### src/rtl/cdc_in_scheduler.sv
// rtl/cdc_in_scheduler.sv - bulk-IN packet scheduler for CDC data channels sharing one endpoint path
module cdc_in_scheduler #(
  parameter int NUM_CH  = 4,
  parameter int MAX_PKT = 64
) (
  input  logic        clk,
  input  logic        rst_n,
  input  logic        in_req,
  input  logic [1:0]  in_ep,
  input  logic [3:0]  ch_valid,
  input  logic [31:0] ch_data,
  output logic [3:0]  ch_ready,
  output logic        tx_valid,
  output logic [7:0]  tx_data,
  input  logic        tx_ready,
  output logic        tx_eop,
  output logic        tx_nak,
  output logic        busy,
  output logic [3:0]  zlp_pend
);

  typedef enum logic [1:0] {IDLE, SEND, EOP, NAK} state_t;

  state_t     state, state_nxt;
  logic [1:0] sel;
  logic [6:0] cnt;
  logic       ep_ok;
  logic       sel_valid;
  logic       accept;
  logic       last_byte;

  assign ep_ok     = ({30'd0, in_ep} < NUM_CH);
  assign sel_valid = ch_valid[sel];
  assign accept    = (state == SEND) && sel_valid && tx_ready;
  assign last_byte = (cnt == 7'(MAX_PKT - 1));

  always_ff @(posedge clk or negedge rst_n) begin
    if (!rst_n) state <= IDLE;
    else        state <= state_nxt;
  end

  always_comb begin
    state_nxt = state;
    tx_valid  = 1'b0;
    tx_data   = 8'd0;
    ch_ready  = 4'd0;
    tx_eop    = 1'b0;
    tx_nak    = 1'b0;
    busy      = (state != IDLE);
    case (state)
      IDLE: begin
        if (in_req) begin
          if (!ep_ok)                 state_nxt = NAK;
          else if (ch_valid[in_ep])   state_nxt = SEND;
          else if (zlp_pend[in_ep])   state_nxt = EOP;
          else                        state_nxt = NAK;
        end
      end
      SEND: begin
        tx_valid      = sel_valid;
        tx_data       = ch_data[{sel, 3'b000} +: 8];
        ch_ready[sel] = tx_ready;
        // An empty FIFO ends the packet short; the MAX_PKT-th byte ends it full.
        if (!sel_valid)              state_nxt = EOP;
        else if (accept && last_byte) state_nxt = EOP;
      end
      EOP: begin
        tx_eop    = 1'b1;
        state_nxt = IDLE;
      end
      NAK: begin
        tx_nak    = 1'b1;
        state_nxt = IDLE;
      end
      default: state_nxt = IDLE;
    endcase
  end

  always_ff @(posedge clk or negedge rst_n) begin
    if (!rst_n) begin
      sel      <= 2'd0;
      cnt      <= 7'd0;
      zlp_pend <= 4'd0;
    end else if (state == IDLE) begin
      // Starting a packet or sending the owed ZLP both settle the channel's ZLP debt.
      if (in_req && ep_ok) begin
        zlp_pend[in_ep] <= 1'b0;
        if (ch_valid[in_ep]) begin
          sel <= in_ep;
          cnt <= 7'd0;
        end
      end
    end else if (state == SEND) begin
      if (!sel_valid) begin
        zlp_pend[sel] <= 1'b0;
      end else if (accept) begin
        cnt <= cnt + 7'd1;
        if (last_byte) zlp_pend[sel] <= 1'b1;
      end
    end
  end

endmodule

### config.mk
export PLATFORM = sky130hd
export DESIGN_NAME = cdc_in_scheduler
export DESIGN_NICKNAME = d
export VERILOG_FILES = /design/src/rtl/cdc_in_scheduler.sv
export SDC_FILE = /design/constraint.sdc
export NUM_CORES = 1
export LEC_CHECK = 0
export CORE_MARGIN = 2
export CORE_UTILIZATION = 43
export CTS_BUF_LIST = sky130_fd_sc_hd__clkbuf_4
export CTS_CLUSTER_DIAMETER = 120
export DETAILED_ROUTE_END_ITERATION = 8
export PLACE_DENSITY = 0.83
export SYNTH_ARGS = -nofsm -noshare
export SYNTH_HDL_FRONTEND = slang
export SYNTH_SLANG_ARGS = --single-unit
### constraint.sdc
create_clock -name clk -period 2.2 [get_ports clk]
set_input_delay 0.44 -clock clk [delete_from_list [all_inputs] [get_ports clk]]
set_output_delay 0.44 -clock clk [all_outputs]
set_load 0.01 [all_outputs]
## After elaboration in Yosys (flattened, before gate mapping)

Index checks and enable logic that the tools add are counted.

| storage, ports and cells | value |
|---|---|
| bits in registers | 15 |
| logic and storage cells | 73 |

| cells by class | value |
|---|---|
| add/sub/neg operators | 1 |
| magnitude comparators | 4 |
| eq/ne operators | 9 |
| shift operators | 1 |
| muxes and demuxes | 33 |
| bitwise logic cells | 6 |
| reductions and logical operators | 15 |

Operators with widths:

| cell | number |
|---|---|
| 7-bit 2-to-1 mux | 6 |
| 32-bit by 6-bit variable part select with 8-bit output | 1 |
| 4-bit 2-to-1 mux | 7 |
| 4-bit AND | 3 |
| 1-bit 2-to-1 mux | 9 |
| 2-bit 2-to-1 mux | 4 |
| 8-bit 2-to-1 mux | 1 |
| 4-bit inverter | 2 |
| 2-bit nonzero test | 4 |
| 7-bit by 1-bit adder with 7-bit output (second input constant) | 1 |
| 7-bit by 6-bit == test with 1-bit output (second input constant) | 1 |
| 1-bit binary-select mux with 2-bit select | 3 |
| 2-bit by 3-bit less-than comparator with 1-bit output (second input constant) | 2 |
| 3-bit by 1-bit != test with 1-bit output (second input constant) | 2 |
| 2-bit one-hot mux with 3 select lines | 1 |
| 1-bit logical AND | 5 |
| 5-bit AND reduction | 1 |
| 1-bit demux with 2-bit select | 2 |
| 2-bit == test (second input constant) | 2 |
| 2-bit by 1-bit >= comparator with 1-bit output (second input constant) | 2 |
| 2-bit != test (second input constant) | 2 |
| 4-bit bitwise OR | 1 |
| 4-bit AND reduction | 1 |
| 3-bit by 2-bit != test with 1-bit output (second input constant) | 1 |
| other kinds (5) | 5 |

## Longest topological paths before layout

| depth | value |
|---|---|
| depth in word-level cells | 10 |
| depth in mapped cells | 6 |

## Least setup slack after synthesis

OpenSTA, ideal clock, no wires.

| timing | value |
|---|---|
| path type | register to output |
| start point | register sel[0] |
| end point | output tx_data[0] |
| arrival time | 1294 ps |
| data required time | 1760 ps |
| setup slack | 466 ps |
| stages on the path, launching flop included | 4 |
| path buffers | 1 |
| cell sequence | dfrtp_1 buf_2 mux4_2 nor2b_1 |

| between the ends | value |
|---|---|
| cells in the longest elaborated chain, start to end | 2 |

Ends and longest elaborated chain:

| what | line | source |
|---|---|---|
| start: declaration | 25 | `logic [1:0] sel;` |
| start signal: assignment | 89 | `sel <= in_ep;` |
| 32-bit by 6-bit variable part select with 8-bit output | 61 | `tx_data = ch_data[{sel, 3'b000} +: 8];` |
| 8-bit 2-to-1 mux | 50 | `case (state)` |
| end: declaration | 14 | `output logic [7:0] tx_data,` |

No other way between the ends.

## Final worst setup path

| timing | value |
|---|---|
| start point | register sel[0] |
| end point | output tx_data[1] |

The elaborated chain is that of the path after synthesis.

==> run summary <==
The maximum net fanout on the critical path works out to 6. The run gives 1 as the count of H-tree levels built during CTS. Peak supply drop: 0.540 mV.

The logs give 0 for the post-detailed-route count of antenna-violating nets and 0 for the total overflow reported by the global router. For the final core utilization, the log shows 72.4%. In this run switching power makes up 39.3% of total power. In this run the power density over the cells is 949 nW/um^2. CTS sink count: 15. The number of flops mapped to enable cells by yosys is 0, and the share of flip-flops with an asynchronous set or reset after synthesis is 100%.

The logs give 1.26 mW for the internal power summed over all cells and 0 for the total of max-cap violations. Of the cells placed in the final design, the portion with a size suffix greater than 1 is 29.9%. Counting both buffers and inverters, the worst setup path holds a total of 3. The dominant delay contributor by cell family on the critical path is multiplexers. The number of buffers inserted by hold repair at cts was 0. The critical path goes through buf_12 > buf_6 > mux4_2 > nor2b_1 > buf_2. For this block, wires on met1 add up to 1640 microns. The die covers 3620 sq um. The initial utilization of the core area, before any placement, comes to 44.8%. The final layout contains 258 nets. The run finished with clean final reports. Static timing analysis puts the maximum clock frequency at 455 MHz. The die span in x works out to 60.2 microns. The total routed wirelength was 4540 microns; the relative max-transition margin was 54.4%. At the end of routability-driven placement, the weighted congestion stood at 0.817. The logs give 178 for the synthesized netlist net count and 1.76 ns for the arrival time at the worst endpoint. The classification of the worst setup path is reg2out.

The core region area is 3030 sq um, and the count of buffers inserted at the top-level ports is 61. The share of the Yosys chip area taken by registers is 27.7%. The tools report the first-pass GRT wire length as 6940 microns. The total standard cell area after synthesis is 1360 sq um. Type of the worst min-delay path: reg2reg.

For this run, the detailed router's first-pass iteration total came to 5. The area added between synthesis and finish was 61.5%. TritonCTS built the clock tree. After detailed routing, the met3 layer carries 498 microns of wire.

The tools report the routed length on met2 as 2260 microns. The clock arrives with 0.00792 ns of skew. After detailed routing, the number of vias per cell comes to 5.69. The clock edge transition at the registers on the reported setup and hold paths was 0.10 ns; the number of pins with negative max-slew slack in the final report was 0. The sequential cell fraction of total power came out at 21.7%. The minimum clock period was 2.20 ns; the part of the total power dissipated in combinational logic was 69.6%. After detailed routing, no signal wire sits above met4. The antenna diode count is 0. The net switching power came out at 0.817 mW.

The standard-cell row count came out at 20. The number of global-route vias before repair is 1491. For the number of distinct library cells after synthesis, the log shows 44.

STA classifies the critical path endpoint as an output pin. Summing over every cut layer, the via total after detailed routing is 1469. In this run the vertical extent of the chip is 60.2 microns. Largest net degree at the start of global routing: 17. The final count of hold timing violations is 0, and the cell count after synthesis is 135. Counting the fill cells in the layout gives 220. Among all flip-flop cells after synthesis, the most frequent one is dfrtp_1. Pin placement for this block handled 62 I/O pins. The worst register-to-register path has a setup slack of 0.41 ns. After detailed routing, the average wire length per cell comes to 17.6 microns.

Worst-path cell with the longest stage delay: mux4_2. In the final layout, the multi-input gates occupy 900 sq um. dfrtp_1 takes more of the synthesized area than any other cell.

The number of clock buffers inserted by TritonCTS came out at 3. The clock network burns 8.7% of the power. Share of the cycle needed by the critical path after routing: 99.9%. The logs give 0.963 nW for the static leakage power and 51 for the violation count after the first detailed-routing iteration.

The number of register bits inferred by synthesis came out at 15. The number of antenna violations at the first check in global routing is 0. The share of synthesized area in the top cell type comes to 27.7%. The tools report the total half-perimeter wirelength after legalization and detailed placement as 3320 microns. STA classifies the critical path startpoint as a flip-flop. STA puts the critical path data required time at 1.76 ns.

For this run, the total global-route usage over all layers was measured as 26.1%. Averaged over all synthesized cells, the footprint is 10.0 sq um. At the pin with the least slew margin, the transition time is 0.682 ns.

Summing all flip-flop and latch instances after layout gives 378 sq um. The largest single stage delay on the critical path is 0.47 ns. The tools report the largest buffer count on any clock path as 2.

The tree is rooted in a clkbuf_4. The run gives 0 as the yosys synthesis warning count. Setup repair after global routing could not meet its margin everywhere. The DRC violation count after routing came out at 0. The total of endpoints with negative setup slack in the final report came out at 0. In the post-synthesis netlist, the biggest area contributors are dfrtp_1 28%, mux4_2 17%, nor2b_1 4.2%. The clock latency reported for the late side of the worst-skew pair was 0.30 ns; the setup total negative slack was 0 ns.
## cells in the mapped netlist, drive strengths merged, types with 2 or more instances
library cell,n
mux4,11
buf,7
nor2,5
nand3,7
nand2,11
nand2b,5
mux2i,4
a21oi,5
nor2b,9
nor4,2
and3b,2
o211ai,4
nor3b,3
mux2,6
nor3,4
a22o,2
o21ai,6
a22oi,2
nand3b,3
dfrtp,15
and3,2
clkbuf,2
inv,7
## cell type report
cell class | count | area share, %
timing repair buffer | 84 | 36.6
tap | 44 | 2.51
inverter | 7 | 1.20
sequential | 15 | 17.2
multi-input combinational | 104 | 41.1
clock buffer | 4 | 1.37
## path summary, 6_finish.rpt
path	depth (start not counted)	end	startpoint
min reg2reg	1	cnt[0]$_DFFE_PN0P_	cnt[0]$_DFFE_PN0P_
max in group asynchronous	1	sel[0]$_DFFE_PN0P_	rst_n
max	5	tx_data[1]	sel[0]$_DFFE_PN0P_
min in group asynchronous	1	cnt[4]$_DFFE_PN0P_	rst_n
min	1	cnt[0]$_DFFE_PN0P_	cnt[0]$_DFFE_PN0P_
max reg2reg	6	cnt[5]$_DFFE_PN0P_	sel[0]$_DFFE_PN0P_
## metrics by stage
stage / area (sq um) / power (mW) / worst slack (ns) / hold slack (ns) / instances
floorplan: 1360 / 1.20 / 0.466 / 0.144 / 135
global placement: 2090 / 1.66 / -0.350 / 0.494 / 246
detailed placement: 2090 / 1.71 / -0.371 / 0.508 / 246
CTS: 2160 / 2.01 / -0.0326 / 0.524 / 256
global route: 2190 / 2.21 / -0.0748 / 0.560 / 258
finish: 2190 / 2.08 / 0.00196 / 0.519 / 258
## cells in the final DEF (no fill, tap or decap), drive strengths merged, types with 2 or more instances in the layout
cell type / n
a21oi: 5
a22o: 2
a22oi: 2
and3: 2
and3b: 2
buf: 28
clkbuf: 7
clkdlybuf4s50: 47
dfrtp: 15
dlygate4sd2: 3
dlymetal6s2s: 2
inv: 7
mux2: 6
mux2i: 4
mux4: 11
nand2: 11
nand2b: 5
nand3: 7
nand3b: 3
nor2: 5
nor2b: 9
nor3: 4
nor3b: 3
nor4: 2
o211ai: 4
o21ai: 6
## cell families after synthesis
kind of cell / synth area share, %
simple gates: 25.2
compound gates: 13.3
mux: 26.5
buf+inv: 6.46
flops: 27.7
fa+ha+maj: 0.922
## power groups by stage
| stage | sequential [mW] | clock (mW) | combinational (mW) |
|---|---|---|---|
| after floorplan | 0.413 | 0 | 0.789 |
| after global placement | 0.453 | 0 | 1.21 |
| after detailed placement | 0.461 | 0 | 1.25 |
| after CTS | 0.435 | 0.186 | 1.39 |
| after global routing | 0.460 | 0.206 | 1.55 |
| final | 0.452 | 0.181 | 1.45 |
## metal layers
layer  vias to the layer above  track usage, %
met3                        13            9.09
met1                       699            28.3
met2                        88            46.4
li1                        669               -
met5                         -               0
met4                         0            9.52
## what timing repair did
item | CTS | global route
setup endpoints to repair | 13 | 8
gates cloned | 1 | 1
buffers inserted | 5 | 1
gates resized for setup | 37 | 10
(Power assumes the default switching activity.)
